File: src/rtl/nmcu_mem_arbiter.sv
// Round-robin arbiter that shares one external memory port among NUM_NMCUS
// near-memory compute units; one transaction in flight, all outputs registered.
module nmcu_mem_arbiter #(
   parameter int NUM_NMCUS     = 4,
   parameter int ADDR_WIDTH    = 16,
   parameter int DATABUS_WIDTH = 32
) (
   input  logic                                     clk,
   input  logic                                     rst,
   input  logic [NUM_NMCUS-1:0]                     req_sel,
   input  logic [NUM_NMCUS-1:0]                     req_w,
   input  logic [NUM_NMCUS-1:0][ADDR_WIDTH-1:0]     req_addr,
   input  logic [NUM_NMCUS-1:0][DATABUS_WIDTH-1:0]  req_wdata,
   output logic [NUM_NMCUS-1:0]                     req_ready,
   output logic [DATABUS_WIDTH-1:0]                 req_rdata,
   output logic [NUM_NMCUS-1:0]                     grant,
   output logic                                     busy,
   output logic                                     mem_sel,
   output logic                                     mem_w,
   output logic [ADDR_WIDTH-1:0]                    mem_addr,
   output logic [DATABUS_WIDTH-1:0]                 mem_wdata,
   input  logic                                     mem_ready,
   input  logic [DATABUS_WIDTH-1:0]                 mem_rdata
);
   localparam int IDX_W = $clog2(NUM_NMCUS);

   typedef enum logic [1:0] {S_IDLE, S_ACCESS, S_RESP} state_t;

   state_t                     r_state, w_state_next;
   logic [IDX_W-1:0]           r_rr_ptr, w_rr_ptr_next;
   logic [IDX_W-1:0]           r_grant_idx, w_grant_idx_next;
   logic [NUM_NMCUS-1:0]       r_grant, w_grant_next;
   logic [NUM_NMCUS-1:0]       r_req_ready, w_req_ready_next;
   logic [DATABUS_WIDTH-1:0]   r_req_rdata, w_req_rdata_next;
   logic                       r_busy, w_busy_next;
   logic                       r_mem_sel, w_mem_sel_next;
   logic                       r_mem_w, w_mem_w_next;
   logic [ADDR_WIDTH-1:0]      r_addr, w_addr_next;
   logic [DATABUS_WIDTH-1:0]   r_wdata, w_wdata_next;

   logic                       w_found;
   logic [IDX_W-1:0]           w_win;
   int                         w_cand;

   // Rotating priority scan starting at the pointer; first active index wins.
   always_comb begin
      w_found = 1'b0;
      w_win   = '0;
      w_cand  = 0;
      for (int i = 0; i < NUM_NMCUS; i++) begin
         w_cand = int'(r_rr_ptr) + i;
         if (w_cand >= NUM_NMCUS) w_cand = w_cand - NUM_NMCUS;
         if (!w_found && req_sel[w_cand]) begin
            w_found = 1'b1;
            w_win   = w_cand[IDX_W-1:0];
         end
      end
   end

   always_comb begin
      w_state_next     = r_state;
      w_rr_ptr_next    = r_rr_ptr;
      w_grant_idx_next = r_grant_idx;
      w_grant_next     = r_grant;
      w_req_ready_next = '0;
      w_req_rdata_next = r_req_rdata;
      w_busy_next      = r_busy;
      w_mem_sel_next   = r_mem_sel;
      w_mem_w_next     = r_mem_w;
      w_addr_next      = r_addr;
      w_wdata_next     = r_wdata;
      case (r_state)
         S_IDLE: begin
            if (w_found) begin
               w_grant_idx_next      = w_win;
               w_grant_next          = '0;
               w_grant_next[w_win]   = 1'b1;
               w_mem_sel_next        = 1'b1;
               w_mem_w_next          = req_w[w_win];
               w_addr_next           = req_addr[w_win];
               w_wdata_next          = req_wdata[w_win];
               w_busy_next           = 1'b1;
               w_state_next          = S_ACCESS;
            end
         end
         S_ACCESS: begin
            if (mem_ready) begin
               w_req_rdata_next              = mem_rdata;
               w_mem_sel_next                = 1'b0;
               w_mem_w_next                  = 1'b0;
               w_req_ready_next[r_grant_idx] = 1'b1;
               w_state_next                  = S_RESP;
            end
         end
         S_RESP: begin
            // Explicit wrap so non-power-of-two counts never reach an invalid index.
            if (r_grant_idx == IDX_W'(NUM_NMCUS - 1))
               w_rr_ptr_next = '0;
            else
               w_rr_ptr_next = r_grant_idx + IDX_W'(1);
            w_grant_next = '0;
            w_busy_next  = 1'b0;
            w_state_next = S_IDLE;
         end
         default: w_state_next = S_IDLE;
      endcase
   end

   always_ff @(posedge clk) begin
      if (rst) begin
         r_state     <= S_IDLE;
         r_rr_ptr    <= '0;
         r_grant_idx <= '0;
         r_grant     <= '0;
         r_req_ready <= '0;
         r_req_rdata <= '0;
         r_busy      <= 1'b0;
         r_mem_sel   <= 1'b0;
         r_mem_w     <= 1'b0;
         r_addr      <= '0;
         r_wdata     <= '0;
      end else begin
         r_state     <= w_state_next;
         r_rr_ptr    <= w_rr_ptr_next;
         r_grant_idx <= w_grant_idx_next;
         r_grant     <= w_grant_next;
         r_req_ready <= w_req_ready_next;
         r_req_rdata <= w_req_rdata_next;
         r_busy      <= w_busy_next;
         r_mem_sel   <= w_mem_sel_next;
         r_mem_w     <= w_mem_w_next;
         r_addr      <= w_addr_next;
         r_wdata     <= w_wdata_next;
      end
   end

   assign req_ready = r_req_ready;
   assign req_rdata = r_req_rdata;
   assign grant     = r_grant;
   assign busy      = r_busy;
   assign mem_sel   = r_mem_sel;
   assign mem_w     = r_mem_w;
   assign mem_addr  = r_addr;
   assign mem_wdata = r_wdata;

endmodule

File: config.mk
export PLATFORM = sky130hd
export DESIGN_NAME = nmcu_mem_arbiter
export DESIGN_NICKNAME = d
export VERILOG_FILES = /design/src/rtl/nmcu_mem_arbiter.sv
export SDC_FILE = /design/constraint.sdc
export NUM_CORES = 1
export LEC_CHECK = 0
export CAP_MARGIN = 30
export CORE_ASPECT_RATIO = 1.75
export CORE_MARGIN = 8
export CORE_UTILIZATION = 41
export CTS_BUF_LIST = sky130_fd_sc_hd__clkbuf_16
export DETAILED_ROUTE_END_ITERATION = 16
export PLACE_DENSITY_LB_ADDON = 0.15
export SYNTH_ARGS = -nofsm -noshare
export SYNTH_HDL_FRONTEND = slang
export SYNTH_SLANG_ARGS = --single-unit
File: constraint.sdc
create_clock -name clk -period 3.05 [get_ports clk]
set_clock_uncertainty 0.15 [all_clocks]
set_input_delay 0.305 -clock clk [delete_from_list [all_inputs] [get_ports clk]]
set_output_delay 0.305 -clock clk [all_outputs]
set_load 0.01 [all_outputs]
==> impl_summary.md <==
Synthesis
The cell area after synthesis is 5288 um^2. The number of flops mapped to enable cells by yosys is 0. The gate count of the mapped netlist is ~640. Synthesis inferred 97 register bits. The synthesized net count is 881.

The total number of yosys warnings is 0. Counting distinct cell types in the post-synthesis netlist gives 46. The fraction of the yosys area taken by sequential cells is 0.3673. The most used flip-flop cell after synthesis is sky130_fd_sc_hd__dfxtp_1.

Each instance of the synthesized netlist takes up on average 8.236 um^2. Of all flip-flops after synthesis, the portion carrying an async set or reset was 0.

Detailed routing
The routed layout has 6251 vias. The routed design has 23770 um of wire. Dividing the detail-routed wire length by the instance count gives 21.55 um. In the routed design, unresolved DRC markers number 0. The number of antenna-violating nets in the routed design is 0. Using the TritonRoute via totals, the vias-per-cell ratio works out to 5.667. The count of TritonRoute iterations in the first routing pass is 4. The DRC violation total after the first TritonRoute iteration is 255.

Clocking
The clock root buffer master is sky130_fd_sc_hd__clkbuf_16. The maximum level of the CTS H-tree is 3. TritonCTS built the clock tree.

Buffers inserted to repair hold after CTS numbered 0. The clock net in this run drives a total of just under 100 sinks. The number of buffers inserted to repair setup after CTS is 0. The clock passes through at most 2 buffers. The total CTS buffers is 9.

The post-CTS resize count is 0. The clock-pin slew on the worst setup and hold paths is 70 ps. The source-to-sink clock delay at the later pin of the worst-skew pair is 340 ps.

Die
The core region is 12800 um^2. The die is 166.2 um tall. The floorplan has 55 rows. The initial utilization of the core area, before any placement, comes to 0.4131. between 300 and 400 I/O pins were placed. The width of the die is 101.8 um. The die covers between 15000 and 20000 um^2.

STA
In the final timing run, aggregate negative setup slack is 0 ps. The final hold violation count is 0. At the pin with the least slew margin, the transition time is 926.7 ps. In the finished design, the share of the clock period the worst path needs comes to 0.8303.

On the final layout, the worst hold slack is 307.8 ps. The final number of max-transition violations came to 0. Setup violations remaining at the end of the flow were counted as 0. Measured against its own limit, the worst slew margin works out to 0.3822. Setup repair after global routing left no endpoint under its margin.

Based on the critical path, the design can be clocked at up to 0.3949 GHz. The final critical-path required period is 2532 ps.

Status
The run finished with clean final reports.

Setup path
STA classifies the critical path endpoint as a register. On the critical path, the stage with the largest delay is an instance of sky130_fd_sc_hd__or2_2. The critical path crosses 6 cells after its start point. The kind of critical path is input port to register. The gate family responsible for the most delay along the worst path is simple AND/OR/NAND/NOR gates.

The cell depth of the worst flop-to-flop path is 5. The maximum fanout count along the critical path is 43. The arrival time at the worst endpoint is approximately 2600 ps.

The worst setup path is launched from an input port. Traced cell by cell, the critical path runs through clkdlybuf4s50_1 -> nor2b_1 -> o21ba_1 -> or2_2 -> a21o_1 -> a211oi_2. The required arrival time at the worst endpoint is 3100 ps. The buffering stage count on the worst path with inverters included is 1.

The maximum cell stage delay along the critical path is 710 ps.

Global routing
The global-route wire length before repair is ~36000 um. For this run, global-route usage on met2 was measured as 0.4694. The via count of the first global-routing pass is 6597. The global-route met3 utilization is 0.08942. For met1 alone, demand over resource in global routing was 0.2841. The global-route usage over all layers is 0.2739.

The busiest layer in global routing is met2. The initial antenna violation count is 2. Entering global routing, the biggest net connects 70 pins. The residual overflow from global routing is 0.

Place
Detailed placement finished with a half-perimeter wire length of 18140 um. The global placer's final weighted congestion is 0.9337. The cell area after placement is 8588 um^2. The port buffer count is 325.

Hold path
The worst hold path depth is 2. The min-delay analysis places its worst path in the category register to register.

Finish
After filler insertion, the fill cell instance count of the layout stands at approximately 1100. The multi-input combinational cells in the finished layout cover a total of around 3000 um^2. At the end of the flow, the number of nets in the layout was 1165. The library cell used most frequently in the layout, excluding fill and tap cells, is sky130_fd_sc_hd__clkdlybuf4s50_1.

Measured on the finished design, the core utilization comes to 0.6937. Relative to the synthesized area, the layout overhead comes to 67.94%. The sequential cell area is 1942 um^2. After routing the design area is between 8000 and 9000 um^2. The library cells used most frequently in the layout, excluding fill and tap cells, are 324 x sky130_fd_sc_hd__clkdlybuf4s50_1, 97 x sky130_fd_sc_hd__dfxtp_1, 72 x sky130_fd_sc_hd__nand2_1. Of the cells placed in the final design, the portion with a size suffix greater than 1 is 0.08495.

Pwr
In this run the static leakage power is around 3.2 nW. VDD sags by at most 0.3698 mV. The design draws 3.735 mW.

The power per cell area is between 400 and 500 nW/um^2.

Flow run
The max-capacitance violation count is 0.
## logic make-up (layout without fill, tap and decap cells)
group / count (synthesis) / in the layout / share of synthesized area
AND/OR/NAND/NOR: 207 / 207 / 0.1839
multiplexers: 2 / 2 / 0.003786
AO/OA/AOI/OAI: 262 / 262 / 0.3651
other: 0 / 2 / 0
flip-flops: 97 / 97 / 0.3672
adder cells (fa/ha/maj): 4 / 4 / 0.009466
buffers and inverters: 70 / 358 / 0.07052
## cells in the mapped netlist, types with 2 or more instances
library cell,n,area share
sky130_fd_sc_hd__dfxtp_1,97,0.37
sky130_fd_sc_hd__buf_4,3,0.0043
sky130_fd_sc_hd__o21bai_1,7,0.0099
sky130_fd_sc_hd__nand2b_1,2,0.0024
sky130_fd_sc_hd__nor2b_1,3,0.0035
sky130_fd_sc_hd__o21ai_1,4,0.0038
sky130_fd_sc_hd__clkbuf_1,30,0.021
sky130_fd_sc_hd__a21o_1,49,0.070
sky130_fd_sc_hd__a22oi_1,2,0.0028
sky130_fd_sc_hd__a221oi_1,43,0.071
sky130_fd_sc_hd__buf_6,9,0.019
sky130_fd_sc_hd__or2_2,2,0.0024
sky130_fd_sc_hd__buf_2,14,0.013
sky130_fd_sc_hd__nand3_2,10,0.019
sky130_fd_sc_hd__nand3_1,46,0.044
sky130_fd_sc_hd__inv_1,3,0.0021
sky130_fd_sc_hd__ha_1,4,0.0095
sky130_fd_sc_hd__a211oi_2,26,0.062
sky130_fd_sc_hd__a211oi_1,18,0.026
sky130_fd_sc_hd__a31oi_1,12,0.014
sky130_fd_sc_hd__nor2_1,56,0.040
sky130_fd_sc_hd__nor3_1,2,0.0019
sky130_fd_sc_hd__clkbuf_2,11,0.010
sky130_fd_sc_hd__and2_1,4,0.0047
sky130_fd_sc_hd__a21oi_1,40,0.038
sky130_fd_sc_hd__o22ai_1,3,0.0035
sky130_fd_sc_hd__nand2_1,73,0.052
sky130_fd_sc_hd__o21ai_0,50,0.047
sky130_fd_sc_hd__mux2i_1,2,0.0038
## final timing paths
| kind | startpoint | to | slack, ps |
|---|---|---|---|
| max | req_sel[0] | mem_w$_SDFFE_PP0P_ | 520 |
| min | req_rdata[6]$_SDFFE_PP0P_ | req_rdata[6]$_SDFFE_PP0P_ | 310 |
| max reg2reg | r_rr_ptr[1]$_SDFFE_PP0P_ | mem_w$_SDFFE_PP0P_ | 650 |
| min reg2reg | req_rdata[6]$_SDFFE_PP0P_ | req_rdata[6]$_SDFFE_PP0P_ | 310 |
## state kept, by name, summed over array words and instances, names as in the netlist
register,flops
r_rr_ptr,2
mem_addr,16
r_state,2
mem_wdata,32
req_rdata,32
grant,4
req_ready,4
mem_w,1
mem_sel,1
busy,1
r_grant_idx,2
## report_power, final
part           switching [mW]  total, mW  internal [mW]  leakage (nW)
logic                   0.526       1.17          0.643          2.27
registers              0.0686       1.44           1.38         0.799
clock network           0.493       1.12          0.627         0.136
## worst reg2reg max path, stage by stage (launching register included)
cell and delay [ps]:
sky130_fd_sc_hd__dfxtp_1 610, sky130_fd_sc_hd__nand2_1 200, sky130_fd_sc_hd__a211oi_1 280, sky130_fd_sc_hd__or2_2 760, sky130_fd_sc_hd__a21o_1 200, sky130_fd_sc_hd__a211oi_2 60
## final cells by class
type,instances,share of cell area
Tap cell,171,0.02409
Clock inverter,6,0.006904
Antenna cell,2,0.0005636
Timing Repair Buffer,340,0.3858
Inverter,3,0.001268
Sequential cell,97,0.2187
Clock buffer,9,0.02536
Multi-Input combinational cell,475,0.3373
## metrics by stage
step	setup slack (ps)	std cells
4_1_cts	568.9	1101
3_5_place_dp	196.3	1086
6_report	517.5	1103
2_1_floorplan	1145	642
3_3_place_gp	282.3	1086
5_1_grt	395.0	1103
## routing by layer
layer  vias to the layer above  wire [um]  part of all wire
li1                       2922          -                 -
met2                       315      11770              0.49
met4                         0       1090             0.046
met5                         -          0                 0
met3                        66       2495              0.10
met1                      2948       8417              0.35
No activity file was read; power rests on OpenSTA's default activity.
